File: src/rtl/demux_router_pkg.sv
// ----------------------------------------------------------------------------
// demux_pkg
// Shared definitions for the demux_router block:
//   - default data width and channel count
//   - holding-register occupancy state type
//   - idx_to_mask(): converts a 1-based destination index (or broadcast flag)
//     into a channel mask. The mask is returned at the maximum supported
//     width (32 channels); callers keep the low NUM_CH bits.
// ----------------------------------------------------------------------------
package demux_pkg;

    localparam int DEFAULT_DATA_W = 91;
    localparam int DEFAULT_NUM_CH = 8;

    // Upper bound on channel count and the index width able to hold 0..32.
    localparam int MAX_CH    = 32;
    localparam int IDX_EXT_W = 6;

    typedef enum logic {
        ST_EMPTY = 1'b0,
        ST_FULL  = 1'b1
    } hold_state_t;

    // Broadcast -> low num_ch bits set.
    // Index 1..num_ch -> one-hot bit index-1.
    // Index 0 or beyond num_ch -> zero mask (word has no destination).
    function automatic logic [MAX_CH-1:0] idx_to_mask(
        input logic [IDX_EXT_W-1:0] index,
        input logic                 bcast,
        input int                   num_ch
    );
        logic [MAX_CH-1:0] mask;
        mask = '0;
        if (bcast) begin
            if (num_ch >= MAX_CH) begin
                mask = '1;
            end else begin
                mask = (MAX_CH'(1) << num_ch) - MAX_CH'(1);
            end
        end else if ((index != '0) && (int'(index) <= num_ch)) begin
            mask = MAX_CH'(1) << (index - IDX_EXT_W'(1));
        end
        return mask;
    endfunction

endpackage

File: src/rtl/demux_router_if.sv
// ----------------------------------------------------------------------------
// demux_router_if
// Handshake bundle between one producer, the router and NUM_CH consumers.
//   in_valid/in_ready/in_data/in_index/in_bcast : producer side
//   out_valid/out_ready/out_data                : consumer side (per-channel
//                                                 valid/ready, shared data)
// Modports:
//   master : the environment (drives producer request and consumer ready)
//   slave  : the router
// ----------------------------------------------------------------------------
interface demux_router_if #(
    parameter int DATA_W = demux_pkg::DEFAULT_DATA_W,
    parameter int NUM_CH = demux_pkg::DEFAULT_NUM_CH,
    parameter int IDX_W  = $clog2(NUM_CH + 1)
);
    logic              in_valid;
    logic              in_ready;
    logic [DATA_W-1:0] in_data;
    logic [IDX_W-1:0]  in_index;
    logic              in_bcast;
    logic [NUM_CH-1:0] out_valid;
    logic [NUM_CH-1:0] out_ready;
    logic [DATA_W-1:0] out_data;

    modport master (
        output in_valid, in_data, in_index, in_bcast, out_ready,
        input  in_ready, out_valid, out_data
    );

    modport slave (
        input  in_valid, in_data, in_index, in_bcast, out_ready,
        output in_ready, out_valid, out_data
    );
endinterface

File: src/rtl/demux_router_sat_counter.sv
// ----------------------------------------------------------------------------
// sat_counter
// Up-counter that sticks at all ones instead of wrapping.
//   clk     : clock
//   rst     : synchronous active-high reset, clears the count
//   i_inc   : increment enable for this cycle
//   o_count : current count
// ----------------------------------------------------------------------------
module sat_counter #(
    parameter int W = 16
) (
    input  logic         clk,
    input  logic         rst,
    input  logic         i_inc,
    output logic [W-1:0] o_count
);
    logic [W-1:0] r_count_reg;

    always_ff @(posedge clk) begin
        if (rst) begin
            r_count_reg <= '0;
        end else if (i_inc && (r_count_reg != '1)) begin
            r_count_reg <= r_count_reg + W'(1);
        end
    end

    assign o_count = r_count_reg;
endmodule

File: src/rtl/demux_router.sv
// ----------------------------------------------------------------------------
// demux_router
// Registered, flow-controlled demultiplexer: one word per beat from a single
// producer to one of NUM_CH channels (1-based index), or to all channels in
// broadcast mode. Index 0 / out-of-range words are dropped and counted.
//   clk        : clock
//   rst        : synchronous active-high reset
//   bus        : demux_router_if.slave (producer + per-channel consumer side)
//   drop_count : accepted words that had no destination (saturating)
//   busy       : holding register occupied (pending mask non-zero)
// ----------------------------------------------------------------------------
module demux_router
    import demux_pkg::*;
#(
    parameter int DATA_W = DEFAULT_DATA_W,
    parameter int NUM_CH = DEFAULT_NUM_CH,
    parameter int IDX_W  = $clog2(NUM_CH + 1),
    parameter int CNT_W  = 16
) (
    input  logic             clk,
    input  logic             rst,
    demux_router_if.slave    bus,
    output logic [CNT_W-1:0] drop_count,
    output logic             busy
);
    // Holding register: shared data word plus one pending bit per channel.
    logic [NUM_CH-1:0] r_mask_reg;
    logic [DATA_W-1:0] r_data_reg;

    logic [NUM_CH-1:0]    w_mask_next;
    logic [NUM_CH-1:0]    w_new_mask;
    logic [MAX_CH-1:0]    w_mask_full;
    logic [IDX_EXT_W-1:0] w_idx_ext;
    hold_state_t          w_state;
    logic                 w_retire;
    logic                 w_in_ready;
    logic                 w_fire;
    logic                 w_drop;

    assign w_state = (r_mask_reg != '0) ? ST_FULL : ST_EMPTY;

    // Every still-pending channel is taking the word this cycle. Ready on
    // channels that are not pending is masked out here.
    assign w_retire = ((r_mask_reg & ~bus.out_ready) == '0);

    // Combinational ready from out_ready keeps one word per cycle through the
    // register when consumers are ready.
    assign w_in_ready = (w_state == ST_EMPTY) || w_retire;
    assign w_fire     = bus.in_valid && w_in_ready;

    assign w_idx_ext   = IDX_EXT_W'(bus.in_index);
    assign w_mask_full = idx_to_mask(w_idx_ext, bus.in_bcast, NUM_CH);
    assign w_new_mask  = w_mask_full[NUM_CH-1:0];

    // A fired word with no destination never enters the register.
    assign w_drop = w_fire && (w_new_mask == '0);

    // On fire the new mask replaces whatever is left (the old word is retiring
    // this same cycle); otherwise accepted channels clear individually.
    for (genvar gi = 0; gi < NUM_CH; gi++) begin : g_mask
        assign w_mask_next[gi] = w_fire ? w_new_mask[gi]
                                        : (r_mask_reg[gi] & ~bus.out_ready[gi]);
    end

    always_ff @(posedge clk) begin
        if (rst) begin
            r_mask_reg <= '0;
            r_data_reg <= '0;
        end else begin
            r_mask_reg <= w_mask_next;
            if (w_fire) begin
                r_data_reg <= bus.in_data;
            end
        end
    end

    sat_counter #(
        .W (CNT_W)
    ) u_drop_cnt (
        .clk     (clk),
        .rst     (rst),
        .i_inc   (w_drop),
        .o_count (drop_count)
    );

    assign bus.in_ready  = w_in_ready;
    assign bus.out_valid = r_mask_reg;
    assign bus.out_data  = r_data_reg;
    assign busy          = (w_state == ST_FULL);
endmodule

File: src/flat_wrapper.sv
// flat-port wrapper written by rule: the top's interface ports become plain ports
module demux_router_flat import demux_pkg::*;
#(
    parameter int DATA_W = DEFAULT_DATA_W,
    parameter int NUM_CH = DEFAULT_NUM_CH,
    parameter int IDX_W  = $clog2(NUM_CH + 1),
    parameter int CNT_W  = 16
)
  (clk, rst, drop_count, busy, bus_in_valid, bus_in_data, bus_in_index, bus_in_bcast, bus_out_ready, bus_in_ready, bus_out_valid, bus_out_data);
  demux_router_if #(.DATA_W(DATA_W), .NUM_CH(NUM_CH), .IDX_W(IDX_W)) bus_i ();
  input  logic clk;
  input  logic rst;
  output logic [CNT_W-1:0] drop_count;
  output logic busy;
  input wire logic [$bits(bus_i.in_valid)-1:0] bus_in_valid;
  input wire logic [$bits(bus_i.in_data)-1:0] bus_in_data;
  input wire logic [$bits(bus_i.in_index)-1:0] bus_in_index;
  input wire logic [$bits(bus_i.in_bcast)-1:0] bus_in_bcast;
  input wire logic [$bits(bus_i.out_ready)-1:0] bus_out_ready;
  output wire logic [$bits(bus_i.in_ready)-1:0] bus_in_ready;
  output wire logic [$bits(bus_i.out_valid)-1:0] bus_out_valid;
  output wire logic [$bits(bus_i.out_data)-1:0] bus_out_data;
  assign bus_i.in_valid = bus_in_valid;
  assign bus_i.in_data = bus_in_data;
  assign bus_i.in_index = bus_in_index;
  assign bus_i.in_bcast = bus_in_bcast;
  assign bus_i.out_ready = bus_out_ready;
  assign bus_in_ready = bus_i.in_ready;
  assign bus_out_valid = bus_i.out_valid;
  assign bus_out_data = bus_i.out_data;
  demux_router #(.DATA_W(DATA_W), .NUM_CH(NUM_CH), .IDX_W(IDX_W), .CNT_W(CNT_W)) u_core (.clk(clk), .rst(rst), .bus(bus_i), .drop_count(drop_count), .busy(busy));
endmodule
File: config.mk
export PLATFORM = sky130hd
export DESIGN_NAME = demux_router_flat
export DESIGN_NICKNAME = d
export VERILOG_FILES = /design/src/rtl/demux_router_pkg.sv /design/src/rtl/demux_router_if.sv /design/src/rtl/demux_router_sat_counter.sv /design/src/rtl/demux_router.sv /design/src/flat_wrapper.sv
export SDC_FILE = /design/constraint.sdc
export NUM_CORES = 1
export LEC_CHECK = 0
export CAP_MARGIN = 30
export CORE_MARGIN = 2
export CORE_UTILIZATION = 40
export CTS_BUF_LIST = sky130_fd_sc_hd__clkbuf_16
export CTS_CLUSTER_DIAMETER = 200
export DETAILED_ROUTE_END_ITERATION = 7
export GPL_TIMING_DRIVEN = 0
export PLACE_DENSITY = 0.79
export SETUP_SLACK_MARGIN = 0.4
export SYNTH_ARGS = -nofsm -noshare
export SYNTH_HDL_FRONTEND = slang
export SYNTH_SLANG_ARGS = --single-unit
File: constraint.sdc
create_clock -name clk -period 2.53 [get_ports clk]
set_clock_uncertainty 0.15 [all_clocks]
set_input_delay 0.253 -clock clk [delete_from_list [all_inputs] [get_ports clk]]
set_output_delay 0.253 -clock clk [all_outputs]
set_load 0.05 [all_outputs]
Word-level counts from Yosys, hierarchy flattened
Cells that the tools add are included.
{ "op_classes": {"shift": 1, "n_reduce_logical": 9, "n_lt_le_gt_ge": 1, "n_bitwise": 19, "eq_ne": 1, "add_sub_neg": 2, "muxes": 11} }
{ "ops": {"columns": ["cell", "n"], "rows": [
  ["16-bit by 1-bit adder with 16-bit output (second input constant)", 1],
  ["8-bit zero test", 2],
  ["8-bit 2-to-1 mux", 2],
  ["16-bit != test (second input constant)", 1],
  ["1-bit 2-to-1 mux", 9],
  ["1-bit NOT", 9],
  ["1-bit bitwise AND", 8],
  ["8-bit bitwise AND", 1],
  ["8-bit NOT", 1],
  ["8-bit nonzero test", 1],
  ["1-bit by 6-bit << shifter with 8-bit output (first input constant)", 1],
  ["6-bit nonzero test", 1],
  ["4-bit by 1-bit subtractor with 5-bit output (second input constant)", 1],
  ["4-bit <= comparator (second input constant)", 1],
  ["1-bit logical AND", 4],
  ["1-bit logical OR", 1]
]} }
{ "word_totals": {"word_cells": 47, "register_bits": 115, "output_inout_bits": 117, "input_bits": 107} }

Depth between registers and ports, before layout
{ "depth": {"word_depth": 7, "ltp_mapped": 9, "depth_no_buf": 7} }

Cells and area by module
Synthesis repeated with hierarchy kept, for this count alone.
{ "hier_totals": {"cells_unflattened": 574, "area_unflattened_um2": 5186.2} }
{ "by_module_without_submodules": {"columns": ["module", "n_inst", "area_per_inst_um2", "cells_per_inst", "seq_area_each_um2"], "rows": [
  ["demux_router", 1, 4337.9, 475, 1981.9],
  ["sat_counter", 1, 848.3, 99, 320.3]
]} }

Worst setup path before layout
No wires, ideal clock.
{ "synth_timing": {"kind": "flip-flop to flip-flop", "start": "register u_core.u_drop_cnt.r_count_reg[0], in the netlist u_core.u_drop_cnt.o_count[0]", "end": "register u_core.u_drop_cnt.r_count_reg[11], in the netlist u_core.u_drop_cnt.o_count[11]", "required_time_ns": 2.257, "period_less_slack_ns": 2.435, "path_stages_with_launch": 9, "n_path_buf": 2, "t_arrival_ns": 2.162, "setup_ns": 0.123, "setup_slack_ns": 0.095, "cell_sequence": "dfxtp_1 ha_1 and2_1 and3_4 and3_1 buf_4 buf_8 nor4_4 mux2_1"} }
{ "synth_via": {"elab_chain_cells": 2, "elab_cells_between_ends": 3, "cone_classes": "add/sub: 1; eq/ne: 1; reduce/logical: 1"} }
{ "synth_rtl": {"columns": ["element", "line_no", "text"], "rows": [
  ["from (decl)", "demux_router_sat_counter.sv:17", "logic [W-1:0] r_count_reg;"],
  ["from (signal assigned)", "demux_router_sat_counter.sv:23", "r_count_reg <= r_count_reg + W'(1);"],
  ["parallel branches: the longest is 2 deep, another holds 16-bit by 1-bit adder with 16-bit output", null, null]
]} }
Parallel ways; which one is timed is not known.
A chain may end at the register's enable or synchronous reset.

Worst setup path in the final report
{ "layout_timing": {"start": "register u_core.u_drop_cnt.r_count_reg[1], in the netlist u_core.u_drop_cnt.o_count[1]", "end": "register u_core.u_drop_cnt.r_count_reg[13], in the netlist u_core.u_drop_cnt.o_count[13]"} }
The elaborated chain is that of the path after synthesis.

==> results.py <==
metrics = {
    "route": {
        "firstDrtPassIters": 5,
        "antenna_left": 0,
        "vias": 4926,
        "post_drt_wl_per_cell_um": 16.0,
        "routed_wl_um": 15700,
        "routed_via_density": 5.03,
        "drc_errors": 0,
        "drt_iter0_drc": 238,
    },
    "yosys": {
        "synth_common_cells": "nand2_1, dfxtp_1, a21oi_1",
        "netlist.area_leader.share": 0.492,
        "yosysWarnings": 0,
        "yosysTopAreaCell": "dfxtp_1",
        "syn_area_um2": 4680,
        "yosysMostFrequentCell": "nand2_1",
        "synth.area.top_cells": "dfxtp_1, nand2_1, a21oi_1, nor4_4, clkbuf_1",
        "synth_nets": 684,
        "yosysUniqueCellTypes": 40,
        "synth_cells": 575,
        "synth_edf_count": 0,
        "avgSynthCellArea_um2": 8.13,
        "ys.flop_type": "dfxtp_1",
        "ys_seq_elements": 115,
        "async_reset_ff_frac": 0,
        "synth-seq-area-share": 0.492,
    },
    "cells_and_area": {
        "postLayoutCellArea_um2": 7820,
        "post-route-util": 0.685,
        "final_nets": 932,
        "diodes": 0,
        "area_growth_pct": 67.3,
        "nFillCells": 926,
        "drive_gt1_frac": 0.116,
    },
    "power_and_ir_drop": {
        "clkPwrFrac": 0.358,
        "finalPower_mw": 5.52,
        "sequentialPowerShare": 0.368,
        "switching_share": 0.332,
        "p_sw_mw": 1.83,
        "power_frac_comb": 0.273,
        "powerDensity_nw_per_um2": 706,
        "p_int_mw": 3.69,
        "vdd_ir_drop_max_mv": 0.522,
        "p_leak_nw": 2.91,
    },
    "global_route": {
        "grt_overflow_total": 0,
        "grt_first_pass_wirelength_um": 24000,
        "grt_pass1_vias": 4962,
        "grt_use_total": 0.241,
        "antenna_found_initial": 0,
        "grt_max_degree": 17,
    },
    "setup_path": {
        "rr_worst_depth": 8,
        "cp_num_buf_inv": 2,
        "cp_slowest_cell": "dfxtp_4",
        "crit_cells": 8,
        "r2r-start": "u_core.u_drop_cnt.o_count[1]$_SDFFE_PP0P_",
        "rrSetupSlack_ps": 420,
        "critPathMaxFanout": 5,
        "crit_path_start_kind": "flop",
        "path_class": "reg2reg",
        "cp_top_family": "simple AND/OR/NAND/NOR gates",
        "cp-end-kind": "flop",
        "rr_endpoint": "u_core.u_drop_cnt.o_count[13]$_SDFFE_PP0P_",
        "required_ps": 2680,
        "max_stage_delay_ps": 360,
        "cp.arrival_ps": 2250,
        "crit_chain": "ha_4 > and2_4 > and3_4 > and3_4 > buf_12 > buf_12 > nor4_4 > mux2_4",
    },
    "sta": {
        "tightest_slew_ps": 703,
        "slew_headroom": 0.532,
        "drv_slew": 0,
        "hold_viol": 0,
        "setup_viol": 0,
        "period_share": 0.833,
        "whs_ps": 200,
        "max_freq_ghz": 0.475,
        "rsz0062_at_grt": "true",
        "layout_min_cycle_time_ps": 2110,
    },
    "floorplan": {
        "ioPinCount": 224,
        "die_w_um": 112,
        "design.core.area_um2": 11400,
        "start_util": 0.410,
        "num_rows": 39,
        "die_h_um": 112,
        "dieArea_um2": 12600,
    },
    "hold_path": {
        "hp-start": "rst",
        "min_to": "u_core.u_drop_cnt.o_count[11]$_SDFFE_PP0P_",
        "min_delay_path_depth": 3,
        "holdCritPathClass": "in2reg",
    },
    "placed_design": {
        "hpwl_um": 11500,
        "placed_area_um2": 7140,
        "gp_congestion": 0.819,
        "port_buffers": 222,
    },
    "cts": {
        "cts.htree.levels": 4,
        "clockBufferDepth": 2,
        "cts.clk_slew.worst_paths_ps": 50,
        "cts_tree": "built",
        "numCtsBuffers": 17,
        "numClockSinks": 115,
        "clock-root-buffer": "clkbuf_16",
        "clk_latency_ps": 410,
    },
    "job": {
        "drv.max_cap_violation_count": 0,
    },
    "outcome": {
        "outcome": "finished, final reports clean",
    },
}
## through the flow
stage                     setup WS (ps)  TNS (ps)  instances
after floorplan                     403         0        575
after global placement             -216     -2460        940
after detailed placement           -315     -4710        940
after CTS                           331         0        972
after global routing                393         0        979
final                               424         0        979
## cell type report
type	count	area (um^2)	area share
Sequential cell	115	2320	0.297
Timing Repair Buffer	229	2300	0.294
Multi-Input combinational cell	412	2260	0.289
Clock buffer	17	425	0.0544
Buffer	42	248	0.0317
Tap cell	143	179	0.0229
Clock inverter	15	62.6	0.00800
Inverter	6	22.5	0.00288
## power groups by stage
stage	clock network (mW)	registers (mW)	logic, mW
final	1.98	2.03	1.51
after global routing	2.08	2.05	1.60
after detailed placement	0	2.07	1.49
after CTS	2.01	2.03	1.50
after global placement	0	2.06	1.46
after floorplan	0	2.54	0.417
## how the worst max path moves through the flow
stage                                                    startpoint                                    endpoint  slack, ps
final                     u_core.u_drop_cnt.o_count[1]$_SDFFE_PP0P_  u_core.u_drop_cnt.o_count[13]$_SDFFE_PP0P_        420
after global routing      u_core.u_drop_cnt.o_count[0]$_SDFFE_PP0P_                               drop_count[0]        390
after CTS                        u_core.bus.out_valid[6]$_SDFF_PP0_                                bus_in_ready        330
after detailed placement                            bus_in_index[0]   u_core.u_drop_cnt.o_count[7]$_SDFFE_PP0P_       -310
after global placement                              bus_in_index[0]  u_core.u_drop_cnt.o_count[11]$_SDFFE_PP0P_       -220
after floorplan                                     bus_in_index[0]  u_core.u_drop_cnt.o_count[11]$_SDFFE_PP0P_        400
## cell usage in the layout (no fill, tap or decap), types with 3 or more instances in the layout
| cell | count |
|---|---|
| mux2_4 | 3 |
| clkbuf_1 | 22 |
| o21a_1 | 3 |
| clkbuf_2 | 10 |
| clkbuf_16 | 19 |
| nand2_1 | 188 |
| mux2_1 | 5 |
| and4_1 | 4 |
| clkinv_1 | 4 |
| and3_1 | 3 |
| buf_12 | 3 |
| inv_1 | 10 |
| nand3_1 | 6 |
| clkbuf_4 | 3 |
| buf_4 | 6 |
| dfxtp_2 | 9 |
| nand4_1 | 3 |
| nor2b_1 | 15 |
| nor2_1 | 21 |
| nor4_2 | 3 |
| nor4_4 | 9 |
| clkdlybuf4s50_1 | 216 |
| clkinv_2 | 5 |
| mux2_2 | 6 |
| buf_2 | 4 |
| o21ai_0 | 5 |
| dfxtp_1 | 104 |
| a21oi_1 | 103 |
| nand2b_1 | 8 |
## cell families after synthesis
group / share of synthesized area
flip-flops: 0.492
multiplexers: 0.0337
buffers and inverters: 0.0482
adder cells (fa/ha/maj): 0.00535
AO/OA/AOI/OAI: 0.128
AND/OR/NAND/NOR: 0.292
## flip-flops by register name, summed over array words and instances (netlist names)
register                   cells
u_core.u_drop_cnt.o_count     16
u_core.bus.out_valid           8
u_core.bus.out_data           91
## worst reg2reg max path: stages (launching register included)
cell     delay (ps)
dfxtp_4         360
ha_4            160
and2_4          130
and3_4          170
and3_4          200
buf_12          140
buf_12          140
nor4_4          230
mux2_4          320
## timing repair
| item | 4_1_cts | 5_1_grt |
|---|---|---|
| resized for setup | 16 | 35 |
| buffers inserted | 0 | 5 |
| endpoints found under the setup margin | 51 | 91 |
| pin swaps | 0 | 4 |
| gates cloned | 0 | 2 |
| hold buffers | 0 | 0 |
## routing by layer
layer  share of wire  GRT usage  wire, um
met5               0          0         0
met4           0.032      0.111       507
met3           0.056     0.0756       875
met2            0.52      0.428      8120
met1            0.39      0.262      6170
No activity file was read; power rests on OpenSTA's default activity.
==> variant 1, RTL diff (config.mk and constraints unchanged) <==
`CNT_W` is set to 16 in 2 places; all go to 24.
--- a/src/rtl/demux_router.sv
+++ b/src/rtl/demux_router.sv
@@ -17,3 +17,3 @@
     parameter int IDX_W  = $clog2(NUM_CH + 1),
-    parameter int CNT_W  = 16
+    parameter int CNT_W  = 24
 ) (
--- a/src/flat_wrapper.sv
+++ b/src/flat_wrapper.sv
@@ -6,3 +6,3 @@
     parameter int IDX_W  = $clog2(NUM_CH + 1),
-    parameter int CNT_W  = 16
+    parameter int CNT_W  = 24
 )
Interface: changed (resized drop_count); port bits go from 224 to 232. No check against the original RTL was run, so the function may have changed too.
==> variant 1 against the unedited design <==
Design area rose by 3.7%. Highest routed layer unchanged. Critical path type is now input pin to register. Power rose by 8.3%. Synthesized area rose by 2.4%. First-iteration DRC count fell by 15%. Critical endpoint is now u_core.u_drop_cnt.o_count[6]. Wire length rose by 4.8%. Sequential cell count rose by 8. Setup slack got worse by 64 ps.
==> variant 1: results (changes against the unedited design) <==
status = finished clean
sequential share of cell area = 30.85% (+1.2 points)
CTS resizes = 23 (+7)
Multi-Input Combinational = 437 (+6.1%)
GRT Total Usage = 25.26% (+1.2 points)
non-clock buffer area fraction after layout = 32.08% (-0.51 points)
Compound-Gate Fraction of Synth Area = 17.11% (+4.3 points)
RR Endpoint = u_core.u_drop_cnt.o_count[6]
clkbuf count = 18 (+1)
Synth Net Count = 718 (+5.0%)
met1 usage = 27.78% (+1.5 points)
Worst Path Max Fanout = 6 (+1)
worst slew pin tran = 590.2 ps (-112.4 ps)
crit path launch = bus_out_ready[0]
WL final = 16420 um (+4.8%)
Final Wtd Congestion = 0.9275 (+13%)
list of most frequent post-synthesis cells = nand2_1 (198), dfxtp_1 (123), a21oi_1 (120), clkbuf_1 (30), o21ai_1 (20)
critical path's largest stage delay = 470 ps (+110 ps)
met3 Track Usage GR = 7.226% (-0.33 points)
r2r worst-path depth = 7 (-1)
HP Start = bus_out_ready[7]
leakage power total = 3.001 nW (+3.2%)
CP max-delay cell = clkdlybuf4s50_1
fillers = 902 (-2.6%)
Reg2Reg Setup Slack = 380 ps (-40 ps)
Cell Count, Final, Fillers Out = 1021 (+4.3%)
input/output buffers = 230 (+3.6%)
CP arrival = 2340 ps (+90 ps)
drt initial violations = 203 (-15%)
dpl hpwl = 12280 um (+7.1%)
Peak VDD IR = 407.0 uV (-22%)
post-synth cell types = 39 (-2.5%)
share of layout cells above drive strength 1 = 12.64% (+1.0 points)
Setup WS pre-CTS = -495.9 ps (-181.4 ps)
synth top area cells = dfxtp_1 (51%), nand2_1 (16%), a21oi_1 (13%)
worst r2r src = u_core.bus.out_valid[6]
routed vias/inst = 5.196 (+3.3%)
==> variant 1: cell count changes in the layout (fill, tap and decap cells not counted), sizes merged, moves of 12 or more <==
cell | unedited run | this run
a21oi | 103 | 120
o21ai | 5 | 22
nor2b | 15 | 0
or3 | 2 | 17
mux2 | 14 | 0
nor2 | 21 | 8
nor4 | 14 | 2
==> variant 1: report_power, final <==
group | switching [mW] | internal, mW
clock network | 0.806 | 1.47
logic | 0.981 | 0.559
registers | 0.0831 | 2.08
==> variant 1: how the worst max path moves through the flow <==
| stage | end | slack [ps] | depth (start not counted) |
|---|---|---|---|
| 2_1_floorplan | u_core.u_drop_cnt.o_count[1] | 380 | 8 |
| 3_3_place_gp | u_core.u_drop_cnt.o_count[20] | -410 | 12 |
| 3_5_place_dp | u_core.u_drop_cnt.o_count[17] | -500 | 11 |
| 4_1_cts | bus_in_ready | 360 | 5 |
| 5_1_grt | u_core.u_drop_cnt.o_count[6] | 270 | 7 |
| 6_report | u_core.u_drop_cnt.o_count[6] | 360 | 8 |
==> variant 2, RTL diff (same flow settings) <==
Without the edit above. Put a register stage on the output `drop_count`, without a reset. The value now appears one clock later. The other outputs are not delayed to match.
--- a/src/rtl/demux_router.sv
+++ b/src/rtl/demux_router.sv
@@ -25,2 +25,4 @@
 );
+
+    logic [CNT_W-1:0] drop_count_d;
     // Holding register: shared data word plus one pending bit per channel.
@@ -82,3 +84,3 @@
         .i_inc   (w_drop),
-        .o_count (drop_count)
+        .o_count (drop_count_d)
     );
@@ -89,2 +91,6 @@
     assign busy          = (w_state == ST_FULL);
+    always_ff @(posedge clk) begin
+        drop_count <= drop_count_d;
+    end
+
 endmodule
Behaviour: not the same (a bounded check fails within 4 cycles, from zero or initial values and one cycle with rst high).
==> variant 2 against the unedited design <==
The flow now finishes with violations (DRC). Setup slack improved by 39 ps. Synthesized area is 1.5% higher. Sequential cell count is 16 higher. Power is 6.8% higher. Design area barely moved. Highest routed layer unchanged. Sequential power grew 13%. Worst hold slack worse by 0.95 ps. Wire length decreased by 2.1%. Synthesized cell count grew 1.7%. Fmax grew 1.9%.
==> variant 2: results (changes against the unedited design) <==
status = finished with violations
failing checks = DRC
internal power = 4.046 mW (+9.6%)
leakage power total = 2.890 nW (-0.60%)
hold endpoint = u_core.bus.out_valid[7]
drt initial violations = 261 (+9.7%)
WHS = 199.5 ps (-0.9490 ps)
Post-route DRC = 13 (+13)
sequential share of the synthesized area = 55.25% (+6.0 points)
routed vias/inst = 5.028 (about the same)
CP arrival = 2220 ps (-30 ps)
r2r worst-path depth = 6 (-2)
Placed Area = 0.007192 mm2 (+0.72%)
RR Endpoint = u_core.u_drop_cnt.o_count[9]
critical path's largest stage delay = 390 ps (+30 ps)
Cell Count, Final, Fillers Out = 984 (+0.51%)
Synth Net Count = 694 (+1.5%)
GRT Total Usage = 23.72% (-0.38 points)
clk pwr = 2.13 mW (+8%)
worst slew pin tran = 554.3 ps (-148.3 ps)
Hold Crit Depth = 4 (+1)
pwr dens = 753.7 mW/mm2 (+6.7%)
Seq power = 2.29 mW (+13%)
Peak VDD IR = 462.5 uV (-11%)
synth top area cells = dfxtp_1 (55%), nand2_1 (15%), a21oi_1 (12%)
Final Wtd Congestion = 0.8230 (+0.46%)
CP max-delay cell = or2_2
Cells after DPL = 950 (+1.1%)
list of most frequent post-synthesis cells = nand2_1 (192), dfxtp_1 (131), a21oi_1 (110), clkbuf_1 (36), o21ai_0 (17)
Setup WS pre-CTS = -676.6 ps (-362.1 ps)
fin worst setup slack = 462.5 ps (+38.94 ps)
worst r2r src = u_core.bus.out_valid[7]
WL final = 15330 um (-2.1%)
-- variant 2: cell types whose count changed in the layout (fill, tap and decap cells not counted), moves of 5 or more --
cell,unedited run,this run
a21oi_1,103,110
clkbuf_2,10,16
dfxtp_1,104,131
dfxtp_2,9,0
mux2_1,5,0
nor2_1,21,15
nor2b_1,15,5
nor4_4,9,1
o21ai_0,5,16
-- variant 2: area by class of cell --
type                       count  area (um2)
inverter                       5       38.79
multi-input combinational    411        2059
sequential                   131        2623
buffer                        38       186.4
tap                          143       178.9
fill                         931        3689
timing repair buffer         225        2233
clock buffer                  17       425.4
clock inverter                14       82.58
-- variant 2: worst max-delay path by stage --
stage | startpoint | end
after CTS | u_core.bus.out_valid[7] | u_core.u_drop_cnt.o_count[9]
after floorplan | bus_in_index[1] | u_core.u_drop_cnt.o_count[4]
after global routing | bus_in_index[0] | u_core.u_drop_cnt.o_count[10]
after global placement | bus_in_index[0] | u_core.u_drop_cnt.o_count[8]
final | u_core.bus.out_valid[7] | u_core.u_drop_cnt.o_count[9]
after detailed placement | bus_in_index[0] | u_core.u_drop_cnt.o_count[8]
-- variant 2: timing repair --
item                       in CTS  in global routing
buffers inserted                0                  3
setup endpoints to repair     117                101
pin swaps                       1                  3
hold buffers                    0                  0
gates resized for setup        38                 21
-- variant 2: metal layers --
layer,vias to the layer above,track usage (%),share of wire [%]
met2,184,41.77,50
met4,0,11.46,2.6
li1,2436,-,-
met3,31,8.195,7.7
met1,2297,25.47,39
met5,-,0,0
-- variant 2: cell families after synthesis --
logic type               share of synthesized area (%)
multiplexers                                    0.4744
AO/OA/AOI/OAI                                    15.08
buffers and inverters                            3.558
adder cells (fa/ha/maj)                         0.5271
XOR/XNOR                                        0.3691
AND/OR/NAND/NOR                                  24.75
flip-flops                                       55.25
